[src/rtl/mcu_strip_reader.sv]
// mcu_strip_reader
//
// Reads a completed strip (8 rows x width_pix pixels) out of the back half of
// the ingester's double-buffered EBR bank and streams it MCU by MCU: MCU 0 up
// to MCU width_pix/8-1, each as 64 pixels in row-major order.
//
// Ports
//   clock               system clock, all logic on the rising edge
//   reset               synchronous, active-high
//   frontbuffer_select  half the ingester is writing; a toggle marks the other
//                       half as complete
//   rd_block_select     EBR index being read (mcu % num_ebr)
//   rd_buffer_select    buffer half being read
//   rd_addr             EBR address {mcu / num_ebr, py, px}
//   rd_en               read strobe; rd_data is valid one cycle later
//   rd_data             registered EBR read data
//   pix_data/pix_valid  output pixel stream, accepted when pix_ready is high
//   pix_ready           consumer ready
//   mcu_first/mcu_last  pixel 0 / pixel 63 of an MCU (qualified by pix_valid)
//   strip_last          last pixel of the strip
//   frame_last          strip_last of the last strip in the frame
//   overrun             sticky: a new strip arrived while one was in progress
module mcu_strip_reader #(
  parameter int width_pix  = 320,
  parameter int height_pix = 240,
  parameter int num_ebr    = 5,
  parameter int ebr_size   = 512
) (
  input  logic                        clock,
  input  logic                        reset,
  input  logic                        frontbuffer_select,
  output logic [$clog2(num_ebr)-1:0]  rd_block_select,
  output logic                        rd_buffer_select,
  output logic [$clog2(ebr_size)-1:0] rd_addr,
  output logic                        rd_en,
  input  logic [7:0]                  rd_data,
  output logic [7:0]                  pix_data,
  output logic                        pix_valid,
  input  logic                        pix_ready,
  output logic                        mcu_first,
  output logic                        mcu_last,
  output logic                        strip_last,
  output logic                        frame_last,
  output logic                        overrun
);

  localparam int MCUS    = width_pix / 8;
  localparam int STRIPS  = height_pix / 8;
  localparam int ADDR_W  = $clog2(ebr_size);
  localparam int BLK_W   = $clog2(num_ebr);
  localparam int GRP_W   = ADDR_W - 6;
  localparam int MCU_W   = $clog2(MCUS);
  localparam int STRIP_W = $clog2(STRIPS);

  localparam logic [MCU_W-1:0]   MCU_MAX   = MCU_W'(MCUS - 1);
  localparam logic [MCU_W-1:0]   MCU_ONE   = MCU_W'(1);
  localparam logic [BLK_W-1:0]   BLK_MAX   = BLK_W'(num_ebr - 1);
  localparam logic [BLK_W-1:0]   BLK_ONE   = BLK_W'(1);
  localparam logic [GRP_W-1:0]   GRP_ONE   = GRP_W'(1);
  localparam logic [STRIP_W-1:0] STRIP_MAX = STRIP_W'(STRIPS - 1);
  localparam logic [STRIP_W-1:0] STRIP_ONE = STRIP_W'(1);

  // FIFO entry layout: {mcu_first, mcu_last, strip_last, data[7:0]}
  localparam int          ENTRY_W    = 11;
  localparam logic [10:0] ENTRY_ZERO = 11'd0;

  typedef enum logic [1:0] {
    ST_IDLE  = 2'd0,
    ST_READ  = 2'd1,
    ST_DRAIN = 2'd2
  } state_t;

  state_t               state_r;
  state_t               state_s;
  logic                 fb_prev_r;
  logic                 pending_r;
  logic                 rd_buf_r;
  logic                 overrun_r;

  logic [2:0]           px_r;
  logic [2:0]           py_r;
  logic [MCU_W-1:0]     mcu_r;
  logic [BLK_W-1:0]     blk_r;
  logic [GRP_W-1:0]     grp_r;

  logic                 inflight_r;
  logic [2:0]           mk_inflight_r;
  logic [ENTRY_W-1:0]   fifo_mem_r [0:1];
  logic                 wr_ptr_r;
  logic                 rd_ptr_r;
  logic [1:0]           count_r;
  logic [STRIP_W-1:0]   strip_r;

  logic                 toggle_s;
  logic                 start_s;
  logic                 fifo_nonempty_s;
  logic                 pix_valid_s;
  logic                 pop_s;
  logic                 push_s;
  logic                 fifo_pop_s;
  logic [1:0]           occupancy_s;
  logic                 issue_s;
  logic                 px_wrap_s;
  logic                 py_wrap_s;
  logic                 mcu_wrap_s;
  logic                 blk_wrap_s;
  logic                 last_issue_s;
  logic [2:0]           mk_issue_s;
  logic [ENTRY_W-1:0]   out_s;

  // Handshake, occupancy and issue qualification.
  always_comb begin
    toggle_s        = (fb_prev_r != frontbuffer_select);
    start_s         = (state_r == ST_IDLE) && pending_r;
    fifo_nonempty_s = (count_r != 2'd0);
    pix_valid_s     = fifo_nonempty_s || inflight_r;
    pop_s           = pix_valid_s && pix_ready;
    // A same-cycle pop frees a slot, which keeps a steady one-per-cycle stream.
    occupancy_s     = count_r + {1'b0, inflight_r} - {1'b0, pop_s};
    issue_s         = (state_r == ST_READ) && (occupancy_s < 2'd2);
    // In-flight data bypasses the FIFO when it is empty and the consumer takes it.
    fifo_pop_s      = pop_s && fifo_nonempty_s;
    push_s          = inflight_r && !(pop_s && !fifo_nonempty_s);
  end

  // Read-counter wrap detection and the markers attached to each issued read.
  always_comb begin
    px_wrap_s    = (px_r == 3'd7);
    py_wrap_s    = (py_r == 3'd7);
    mcu_wrap_s   = (mcu_r == MCU_MAX);
    blk_wrap_s   = (blk_r == BLK_MAX);
    last_issue_s = px_wrap_s && py_wrap_s && mcu_wrap_s;
    mk_issue_s   = {(px_r == 3'd0) && (py_r == 3'd0),
                    px_wrap_s && py_wrap_s,
                    last_issue_s};
  end

  // Next-state logic for the strip sequencer.
  always_comb begin
    state_s = state_r;
    case (state_r)
      ST_IDLE: begin
        if (pending_r) state_s = ST_READ;
        else           state_s = ST_IDLE;
      end
      ST_READ: begin
        if (issue_s && last_issue_s) state_s = ST_DRAIN;
        else                         state_s = ST_READ;
      end
      ST_DRAIN: begin
        if (!fifo_nonempty_s && !inflight_r) state_s = ST_IDLE;
        else                                 state_s = ST_DRAIN;
      end
      default: state_s = ST_IDLE;
    endcase
  end

  // State register, toggle detection, pending strip, buffer half and overrun flag.
  always_ff @(posedge clock) begin
    if (reset) begin
      state_r   <= ST_IDLE;
      fb_prev_r <= frontbuffer_select;
      pending_r <= 1'b0;
      rd_buf_r  <= 1'b0;
      overrun_r <= 1'b0;
    end else begin
      state_r   <= state_s;
      fb_prev_r <= frontbuffer_select;
      if (toggle_s) begin
        pending_r <= 1'b1;
      end else if (start_s) begin
        pending_r <= 1'b0;
      end
      // The half only moves while idle, so it stays fixed for a whole strip;
      // relatching on IDLE->READ picks up the newest half after an overrun.
      if ((state_r == ST_IDLE) && (toggle_s || pending_r)) begin
        rd_buf_r <= ~frontbuffer_select;
      end
      if (toggle_s && (state_r != ST_IDLE)) begin
        overrun_r <= 1'b1;
      end
    end
  end

  // Read address counters: px, then py, then mcu with its block/group split.
  always_ff @(posedge clock) begin
    if (reset) begin
      px_r  <= 3'd0;
      py_r  <= 3'd0;
      mcu_r <= '0;
      blk_r <= '0;
      grp_r <= '0;
    end else if (issue_s) begin
      px_r <= px_r + 3'd1;
      if (px_wrap_s) begin
        py_r <= py_r + 3'd1;
        if (py_wrap_s) begin
          if (mcu_wrap_s) begin
            mcu_r <= '0;
            blk_r <= '0;
            grp_r <= '0;
          end else begin
            mcu_r <= mcu_r + MCU_ONE;
            if (blk_wrap_s) begin
              blk_r <= '0;
              grp_r <= grp_r + GRP_ONE;
            end else begin
              blk_r <= blk_r + BLK_ONE;
            end
          end
        end
      end
    end
  end

  // In-flight read tracking and the 2-entry output FIFO.
  always_ff @(posedge clock) begin
    if (reset) begin
      inflight_r    <= 1'b0;
      mk_inflight_r <= 3'd0;
      fifo_mem_r[0] <= ENTRY_ZERO;
      fifo_mem_r[1] <= ENTRY_ZERO;
      wr_ptr_r      <= 1'b0;
      rd_ptr_r      <= 1'b0;
      count_r       <= 2'd0;
    end else begin
      inflight_r <= issue_s;
      if (issue_s) begin
        mk_inflight_r <= mk_issue_s;
      end
      if (push_s) begin
        fifo_mem_r[wr_ptr_r] <= {mk_inflight_r, rd_data};
        wr_ptr_r             <= ~wr_ptr_r;
      end
      if (fifo_pop_s) begin
        rd_ptr_r <= ~rd_ptr_r;
      end
      count_r <= count_r + {1'b0, push_s} - {1'b0, fifo_pop_s};
    end
  end

  // Strip position within the frame, advanced when the last pixel of a strip is taken.
  always_ff @(posedge clock) begin
    if (reset) begin
      strip_r <= '0;
    end else if (pop_s && out_s[8]) begin
      if (strip_r == STRIP_MAX) strip_r <= '0;
      else                      strip_r <= strip_r + STRIP_ONE;
    end
  end

  // Output head: FIFO head first, otherwise the read landing this cycle, otherwise zero.
  always_comb begin
    out_s = ENTRY_ZERO;
    if (fifo_nonempty_s) begin
      out_s = fifo_mem_r[rd_ptr_r];
    end else if (inflight_r) begin
      out_s = {mk_inflight_r, rd_data};
    end else begin
      out_s = ENTRY_ZERO;
    end
  end

  assign rd_block_select  = blk_r;
  assign rd_buffer_select = rd_buf_r;
  assign rd_addr          = {grp_r, py_r, px_r};
  assign rd_en            = issue_s;
  assign pix_data         = out_s[7:0];
  assign pix_valid        = pix_valid_s;
  assign mcu_first        = out_s[10];
  assign mcu_last         = out_s[9];
  assign strip_last       = out_s[8];
  assign frame_last       = out_s[8] && (strip_r == STRIP_MAX);
  assign overrun          = overrun_r;

endmodule

[config.mk]
export PLATFORM = sky130hd
export DESIGN_NAME = mcu_strip_reader
export DESIGN_NICKNAME = d
export VERILOG_FILES = /design/src/rtl/mcu_strip_reader.sv
export SDC_FILE = /design/constraint.sdc
export NUM_CORES = 1
export LEC_CHECK = 0
export BUFFER_PORTS_ARGS = -buffer_cell sky130_fd_sc_hd__clkbuf_2
export CAP_MARGIN = 10
export CORE_MARGIN = 2
export CORE_UTILIZATION = 40
export DETAILED_ROUTE_END_ITERATION = 16
export REMOVE_ABC_BUFFERS = 1
export SETUP_SLACK_MARGIN = 0.02
export SKIP_LAST_GASP = 1
export SYNTH_ARGS = -nofsm -noshare
export SYNTH_HDL_FRONTEND = slang
export SYNTH_SLANG_ARGS = --single-unit
[constraint.sdc]
create_clock -name clock -period 2.15 [get_ports clock]
set_input_delay 0.215 -clock clock [delete_from_list [all_inputs] [get_ports clock]]
set_output_delay 0.215 -clock clock [all_outputs]
set_load 0.1 [all_outputs]
# After elaboration in Yosys (flattened, before gate mapping)
# Memories as Yosys holds them, arrays and structs flattened. A register that Yosys moved wholly into a read port is not among the register bits.
# Cells that the tools add are included.
[totals] register_bits=37 latchBits=0 mem_bits_rw=22 rom_bits=0 input_bits=12 output_inout_bits=28 wordCells=94 mem_count=1
[memory_table] name="fifo_mem_r" words=2 word_bits=11 rd=1 rd_clocked_by_memory_dff=1 write_ports=2 line_no="88" source="logic [ENTRY_W-1:0] fifo_mem_r [0:1];"
[classes] n_addsub=10 multipliers=0 div_mod_pow=0 order_cmp=1 eq_ne=8 shifts=0 n_mux=24 n_bitwise=3 n_reduce_logical=31
[ops] operator="$mux W11" count=3
[ops] operator="$logic_and A1 B1 Y1" count=15
[ops] operator="$add A3 B1 Y3 const B" count=4
[ops] operator="$mux W1" count=12
[ops] operator="$mux W3" count=4
[ops] operator="$reduce_or A11 Y1" count=1
[ops] operator="$eq A3 B3 Y1 const B" count=3
[ops] operator="$reduce_bool A2 Y1" count=4
[ops] operator="$add A6 B1 Y6 const B" count=1
[ops] operator="$eq A6 B6 Y1 const B" count=1
[ops] operator="$logic_not A3 Y1" count=2
[ops] operator="$mux W6" count=1
[ops] operator="$pmux W2 S3" count=1
[ops] operator="$add A5 B1 Y5 const B" count=1
[ops] operator="$eq A5 B5 Y1 const B" count=1
[ops] operator="$mux W5" count=1
[ops] operator="$add A2 B1 Y2" count=2
[ops] operator="$mux W2" count=2
[ops] operator="$reduce_and A4 Y1" count=1
[ops] operator="$sub A2 B1 Y2" count=2
[ops] operator="$logic_not A1 Y1" count=3
[ops] operator="$not A1 Y1" count=3
[ops] operator="$reduce_and A3 Y1" count=1
[ops] operator="$eq A2 B1 Y1 const B" count=1
[ops] operator="6 further kinds" count=7

# Logic depth before layout (Yosys ltp)
# Gate-level depths: netlist (run 1).
[depth] word_depth=11 depth_mapped=9 ltp_nobuf=8

# Worst setup path after synthesis (run 1)
# OpenSTA, ideal clock, no wires.
[synth_timing] kind="register to output" startpoint="reg count_r[0]" endpoint="out rd_en" arrival_time_ps=3590 required_ps=1935 path_slack_ps=-1655 stages_incl_launch_ff=9 n_path_buf=2 cell_sequence="dfxtp_1 or3_1 and2_1 ha_1 nor2b_1 xor2_1 buf_4 buf_4 nor2_1"
[synth_via] elab_chain_len=6 elab_cells_between_ends=7 cone_classes="add/sub (2); order compare (1); reduce/logical (4)"
[synth_rtl] item="from (decl)" line_no="91" source="logic [1:0] count_r;"
[synth_rtl] item="from (signal assigned)" line_no="238" source="count_r <= count_r + {1'b0, push_s} - {1'b0, fifo_pop_s};"
[synth_rtl] item="$reduce_bool A2 Y1" line_no="115" source="fifo_nonempty_s = (count_r != 2'd0);"
[synth_rtl] item="$logic_or A1 B1 Y1" line_no="116" source="pix_valid_s = fifo_nonempty_s || inflight_r;"
[synth_rtl] item="net pix_valid" line_no="38" source="output logic pix_valid,"
[synth_rtl] item="$logic_and A1 B1 Y1" line_no="117" source="pop_s = pix_valid_s && pix_ready;"
[synth_rtl] item="$sub A2 B1 Y2" line_no="119" source="occupancy_s = count_r + {1'b0, inflight_r} - {1'b0, pop_s};"
[synth_rtl] item="$lt A2 B2 Y1" line_no="120" source="issue_s = (state_r == ST_READ) && (occupancy_s < 2'd2);"
[synth_rtl] item="$logic_and A1 B1 Y1" line_no="120"
[synth_rtl] item="to (decl)" line_no="35" source="output logic rd_en,"
# The timed path passes the listed nets, and every way through them passes these cells.

# Worst setup path in the final report (run 1)
[layout_timing] startpoint="reg inflight_r" endpoint="out rd_en"
[layout_via] elab_chain_len=5 elab_cells_between_ends=6 cone_classes="add/sub (2); order compare (1); reduce/logical (3)"
[layout_rtl] item="from (decl)" line_no="86" source="logic inflight_r;"
[layout_rtl] item="from (signal assigned)" line_no="227" source="inflight_r <= issue_s;"
[layout_rtl] item="parallel branches: the longest is 2 deep, another holds $add A2 B1 Y2"
[layout_rtl] item="$sub A2 B1 Y2 (*)" line_no="119"
[layout_rtl] item="$lt A2 B2 Y1 (*)" line_no="120"
[layout_rtl] item="$logic_and A1 B1 Y1 (*)" line_no="120"
# Mark *: on every way between the ends.

==> out/summary.txt, run 1 <==
commonest cells in the netlist - dfxtp_1 (38), and2_1 (26), edfxtp_1 (22)
Post-DP HPWL - 4650 um
Worst Hold Class - in -> reg
status - finished, violations left
Cell Area, Synth - 3040 sq um
CP Class - reg -> out
ant diodes - 0
Data required, critical path - 1.93 ns
DR iter-0 viols - 82
fin util - 55.4%
Seq cells post-synth - 60
Sw Ratio - 38.2%
CP startpoint kind - flip-flop
largest net degree at the start of global routing - 37
total power - 3.96 mW
crit path max fanout - 3
I/O Pins - 40
clock latency on the worst-skew pair - 0.34 ns
Synth area leaders - dfxtp_1 (25%), edfxtp_1 (22%), ha_1 (6.2%)
critical path depth - 8
Clock Sink Count - 60
vias per cell - 5.29
Pins Over Slew Limit - 0
Clock transition at path regs - 0.06 ns
Primary FF master, synth - dfxtp_1
number of hold buffers added after cts - 0
hold depth - 1
CTS tree - done
Root Buffer - clkbuf_8
R2R cell count - 9
Hold Violations, Final - 0
Fmax achieved - 0.427 GHz
sequential share of power - 32.6%
share of layout cells above drive strength 1 - 27.7%
Critical Path, Cell by Cell - or3_4 > and2_4 > ha_4 > nor2b_4 > xor2_2 > buf_6 > nor2_4 > buf_12
drt total wl - 6940 um
crit path DAT - 2.13 ns
CTS H-tree lvls - 3
share of the synthesized area in the top cell type - 25.0%
max_cap viols - 0
Ys Warns - 0
Peak supply drop - 0.566 mV
Tcrit/Tclk final - 109%
Core ar. - 7290 sq um
nets - 401
die area - 8310 sq um
initial antenna violation count - 0
Final Wtd Congestion - 0.809
Post-DRT Antenna Nets - 0
Cell Rows - 31
delay-heaviest family, CP - simple AND/OR/NAND/NOR gates
first-pass GRT wire length - 11500 um
Yosys cell types - 51
Slew @ Worst Pin - 1.09 ns
Setup Skew - 0.00521 ns
crit end category - primary output
DR pass1 iterations - 4
overall routing resource usage - 17.5%
area grow syn2layout - 32.9%
Die Wd - 91.2 um
# setup viols final - 17
vias after detailed routing - 2528
max incr delay on CP - 0.38 ns
Post-synth EDFFs - 22
clock buffer depth - 2
Initial Util - 41.7%
# DRC - 0
crit path max-delay cell type - or3_4
Worst Path Buf+Inv - 2
cell taking the most area after synthesis - dfxtp_1
fin crit period - 2.34 ns
combinational group share of total power - 42.7%
count leader, synth - dfxtp_1
die height - 91.2 um
TritonCTS buffer count - 9
Int Pwr - 2.45 mW
Seq/Total Area, Yosys - 46.7%
IO buf count - 39
failing checks - negative setup slack
total negative setup slack - -1.03 ns
Gate Count Post-Synth - 315
slew margin rel. - 26.5%
Post-synth ARST share - 0%
leakage - 1.58 nW
sw power - 1.51 mW
GR Overflow Total - 0
vias in the first global route - 2394
Avg WL per Cell - 14.5 um
Pwr per Cell Area - 981 nW/um^2
Syn Area/Cell - 9.65 sq um
fin worst setup slack - -0.193 ns
RSZ-0062 raised after global routing - yes
clock share of power - 24.7%
==> power groups by stage <==
stage          sequential [mW]  clock [mW]  combinational, mW
2_1_floorplan             1.38           0              0.791
3_3_place_gp              1.31           0               1.45
3_5_place_dp              1.31           0               1.46
4_1_cts                   1.29        1.01               1.59
5_1_grt                   1.30        1.06               1.78
6_report                  1.29       0.981               1.69
==> cell type report <==
cell class | instances | area [sq um]
repair buffers | 66 | 629
inverters | 16 | 60.1
clock inverters | 6 | 53.8
clock buffers | 10 | 138
flip-flops and latches | 60 | 1420
fillers | 663 | 3250
multi-input cells | 221 | 1610
well taps | 99 | 124
==> repair_timing <==
item / 4_1_cts / 5_1_grt
setup endpoints to repair: 23 / 26
pin swaps: 6 / 10
gates resized for setup: 10 / 16
setup buffers: 4 / 3
==> metrics by stage <==
step                      worst slack (ns)  std cells  cell area [sq um]  hold slack (ns)
final                               -0.193        478               4040           0.0184
after detailed placement            -0.203        456               3660            0.361
after floorplan                      -1.70        297               2960            0.243
after CTS                           -0.198        476               3940          0.00150
after global placement              -0.164        456               3660            0.361
after global routing                -0.265        478               4040           0.0105
==> logic make-up after synthesis <==
family / share of synthesized area (%)
AOI/OAI and AO/OA: 15.7
xor gates and xnor gates: 2.30
adders and majority gates: 6.17
buffers and inverters: 4.48
DFF: 46.7
muxes: 4.73
and+or+nand+nor: 19.9
==> cell usage in the layout, fill, tap and decap left out, types with 6 or more instances in the layout <==
cell and count:
clkbuf_8 10, edfxtp_1 22, o21ai_1 6, mux2i_1 11, buf_4 22, and2_1 25, ha_1 14, nor2_1 17
dfxtp_1 36, inv_1 15, clkbuf_2 26, buf_12 15, a21oi_1 15, nand4_1 8, nand2_1 16, nand3_1 19
o21ai_0 16
==> path summary, 6_finish.rpt <==
kind,start,end,slack [ns]
max,inflight_r,rd_en,-0.19
min,frontbuffer_select,fb_prev_r,0.02
max reg2reg,inflight_r,mcu_r[5],-0.15
min reg2reg,overrun,overrun,0.47
==> per-layer routing <==
layer | global-route usage [%] | wire length [um]
met1 | 22.1 | 3240
met4 | 7.20 | 79
met2 | 28.8 | 3380
met5 | 0 | 0
met3 | 3.98 | 235
==> sequential cells by signal (all words and copies together) (netlist names), 3 cells and up, named ones only <==
| register | count |
|---|---|
| grp_r | 3 |
| mcu_r | 6 |
| rd_block_select | 3 |
| fifo_mem_r | 22 |
| py_r | 3 |
| strip_r | 5 |
| mk_inflight_r | 3 |
| px_r | 3 |
Power figures use the tool's default switching activity.
==> run 2: changes to the inputs <==
--- a/config.mk
+++ b/config.mk
@@ -7,6 +7,7 @@
 export LEC_CHECK = 0
 export BUFFER_PORTS_ARGS = -buffer_cell sky130_fd_sc_hd__clkbuf_2
 export CAP_MARGIN = 10
+export CORE_ASPECT_RATIO = 1.25
 export CORE_MARGIN = 2
 export CORE_UTILIZATION = 40
 export DETAILED_ROUTE_END_ITERATION = 16
==> run 2 against run 1 <==
Hold slack got worse by 0.0017 ns; setup slack lost 0.0043 ns; sequential power about the same; the run still ends with negative setup slack left; routed wire length about the same; design area grew 3.0%; final cell count is 1.5% lower; power rose by 6.0%; critical endpoint unchanged; combinational power barely moved; clock power grew 26%; largest cell class unchanged; sequential share of layout area down 1.0 points.
==> out/summary.txt, run 2 (synthesis gave the netlist of run 1 again) <==
vias after detailed routing - 2535 (+0.28%)
DP Area - 3630 sq um (-0.92%)
Data required, critical path - 1.93 ns (about the same)
number of hold buffers added after cts - 0 (unchanged)
Tcrit/Tclk final - 109% (+0.20 points)
Initial Util - 41.3% (-0.37 points)
CP Class - reg -> out
DR iter-0 viols - 81 (-1.2%)
Setup Skew - 0.00568 ns (+0.000471 ns)
die height - 101 um (+11%)
nets - 401 (unchanged)
most common cell after layout, fill and taps aside - dfxtp_1
Post-DP HPWL - 4540 um (-2.4%)
first-pass GRT wire length - 11300 um (-1.9%)
drt total wl - 6950 um (about the same)
area grow syn2layout - 36.8%
TritonCTS buffer count - 9 (unchanged)
Slew @ Worst Pin - 0.977 ns (-0.117 ns)
most frequent cells in the layout - dfxtp_1 (36), clkbuf_2 (26), and2_1 (25)
Die Wd - 82.0 um (-10%)
biggest registers after layout - fifo_mem_r (22), mcu_r (6), strip_r (5)
Final Cell Area - 4160 sq um (+3.0%)
clock buffer depth - 2 (unchanged)
die area - 8320 sq um (about the same)
RSZ-0062 raised after global routing - yes
Hold Startpoint - frontbuffer_select
crit path max fanout - 3 (unchanged)
Clock Sink Count - 60 (unchanged)
Core ar. - 7360 sq um (+0.89%)
Largest Register - fifo_mem_r
Worst Hold Class - in -> reg
status - finished, violations left
critical path startpoint - count_r[1]
Hold Violations, Final - 0 (unchanged)
CTS tree - done
Fmax achieved - 0.426 GHz (-0.18%)
overall routing resource usage - 17.7% (+0.23 points)
I/O Pins - 40 (unchanged)
Setup Slack @ Placement - -0.297 ns (-0.0935 ns)
hold_ws - 0.0168 ns (-0.00166 ns)
GR Overflow Total - 0 (unchanged)
clock latency on the worst-skew pair - 0.34 ns (about the same)
CTS H-tree lvls - 3 (unchanged)
Post-DRT Antenna Nets - 0 (unchanged)
fin worst setup slack - -0.198 ns (-0.00431 ns)
leakage - 1.60 nW (+1.0%)
DR pass1 iterations - 4 (unchanged)
vias in the first global route - 2432 (+1.6%)
# setup viols final - 20 (+3)
CP startpoint kind - flip-flop
share of layout cells above drive strength 1 - 30.1% (+2.4 points)
Cell Rows - 35 (+13%)
Pins Over Slew Limit - 0 (unchanged)
total negative setup slack - -1.72 ns (-0.684 ns)
initial antenna violation count - 0 (unchanged)
Root Buffer - clkbuf_8
Pwr per Cell Area - 1010 nW/um^2 (+3.0%)
largest net degree at the start of global routing - 37 (unchanged)
Largest register FFs - 22 (unchanged)
Reg-to-Reg Start - count_r[1]
failing checks - negative setup slack
Peak supply drop - 0.541 mV (-4.4%)
ant diodes - 0 (unchanged)
slew margin rel. - 34.4% (+7.9 points)
Final Wtd Congestion - 0.835 (+3.1%)
# DRC - 0 (unchanged)
max_cap viols - 0 (unchanged)
crit path DAT - 2.13 ns (about the same)
vias per cell - 5.38 (+1.8%)
crit end category - primary output
fin crit period - 2.35 ns (+0.00432 ns)
IO buf count - 39 (unchanged)
Avg WL per Cell - 14.7 um (+1.6%)
Clock transition at path regs - 0.06 ns (about the same)
[run 2: cell count changes in the layout (fill, tap and decap cells not counted), moves of 2 or more]
cell,delta
a2111oi_4,+2
a2111oi_0,-2
bufinv_16,+2
o32ai_1,-3
clkinv_2,-3
buf_12,-2
o32ai_2,+3
[run 2: routing by layer]
layer	vias to the layer above	track usage (%)	share of wire, %
met5	-	0	0
met4	0	6.67	1.3
met3	7	4.99	4.1
met2	56	30.6	53
met1	1208	20.6	42
li1	1264	-	-
[run 2: what timing repair did]
action                     in CTS  in global routing
buffers inserted                4                  2
gates resized for setup        23                 19
cloned                          0                  0
pin swaps                       9                 17
setup endpoints to repair      24                 26
[run 2: cell type report]
type / count / area [sq um]
Timing Repair Buffer: 66 / 608
Clock inverter: 5 / 98.8
Tap cell: 92 / 115
Sequential cell: 60 / 1420
Clock buffer: 11 / 141
Fill cell: 652 / 3200
Inverter: 16 / 60.1
Multi-Input combinational cell: 221 / 1710
[run 2: worst max-delay path: stages (launching register included)]
cell,delay [ns]
dfxtp_2,0.32
or3_4,0.38
and2_4,0.15
ha_4,0.27
nor2b_4,0.05
xor2_2,0.18
buf_6,0.14
nor2_4,0.10
buf_12,0.18
[run 2: final timing paths]
path | end | slack, ns | cells after the start
worst max register to register | mcu_r[0] | -0.17 | 9
worst max-delay path | rd_en | -0.20 | 8
worst min register to register | overrun | 0.47 | 1
worst min-delay path | fb_prev_r | 0.02 | 1
[run 2: stage by stage]
step / std cells / total power, mW / util [%]
after floorplan: 297 / 2.17 / -
after global placement: 449 / 2.70 / 49.3
after CTS: 469 / 4.12 / 54.7
after detailed placement: 449 / 2.71 / 49.3
final: 471 / 4.20 / 56.5
after global routing: 471 / 4.37 / 56.5
[run 2: power by group]
group	internal (mW)	switching, mW	total [mW]
Sequential	1.24	0.0436	1.29
Combinational	0.618	1.06	1.68
Clock	0.796	0.441	1.24
Total	2.66	1.55	4.20
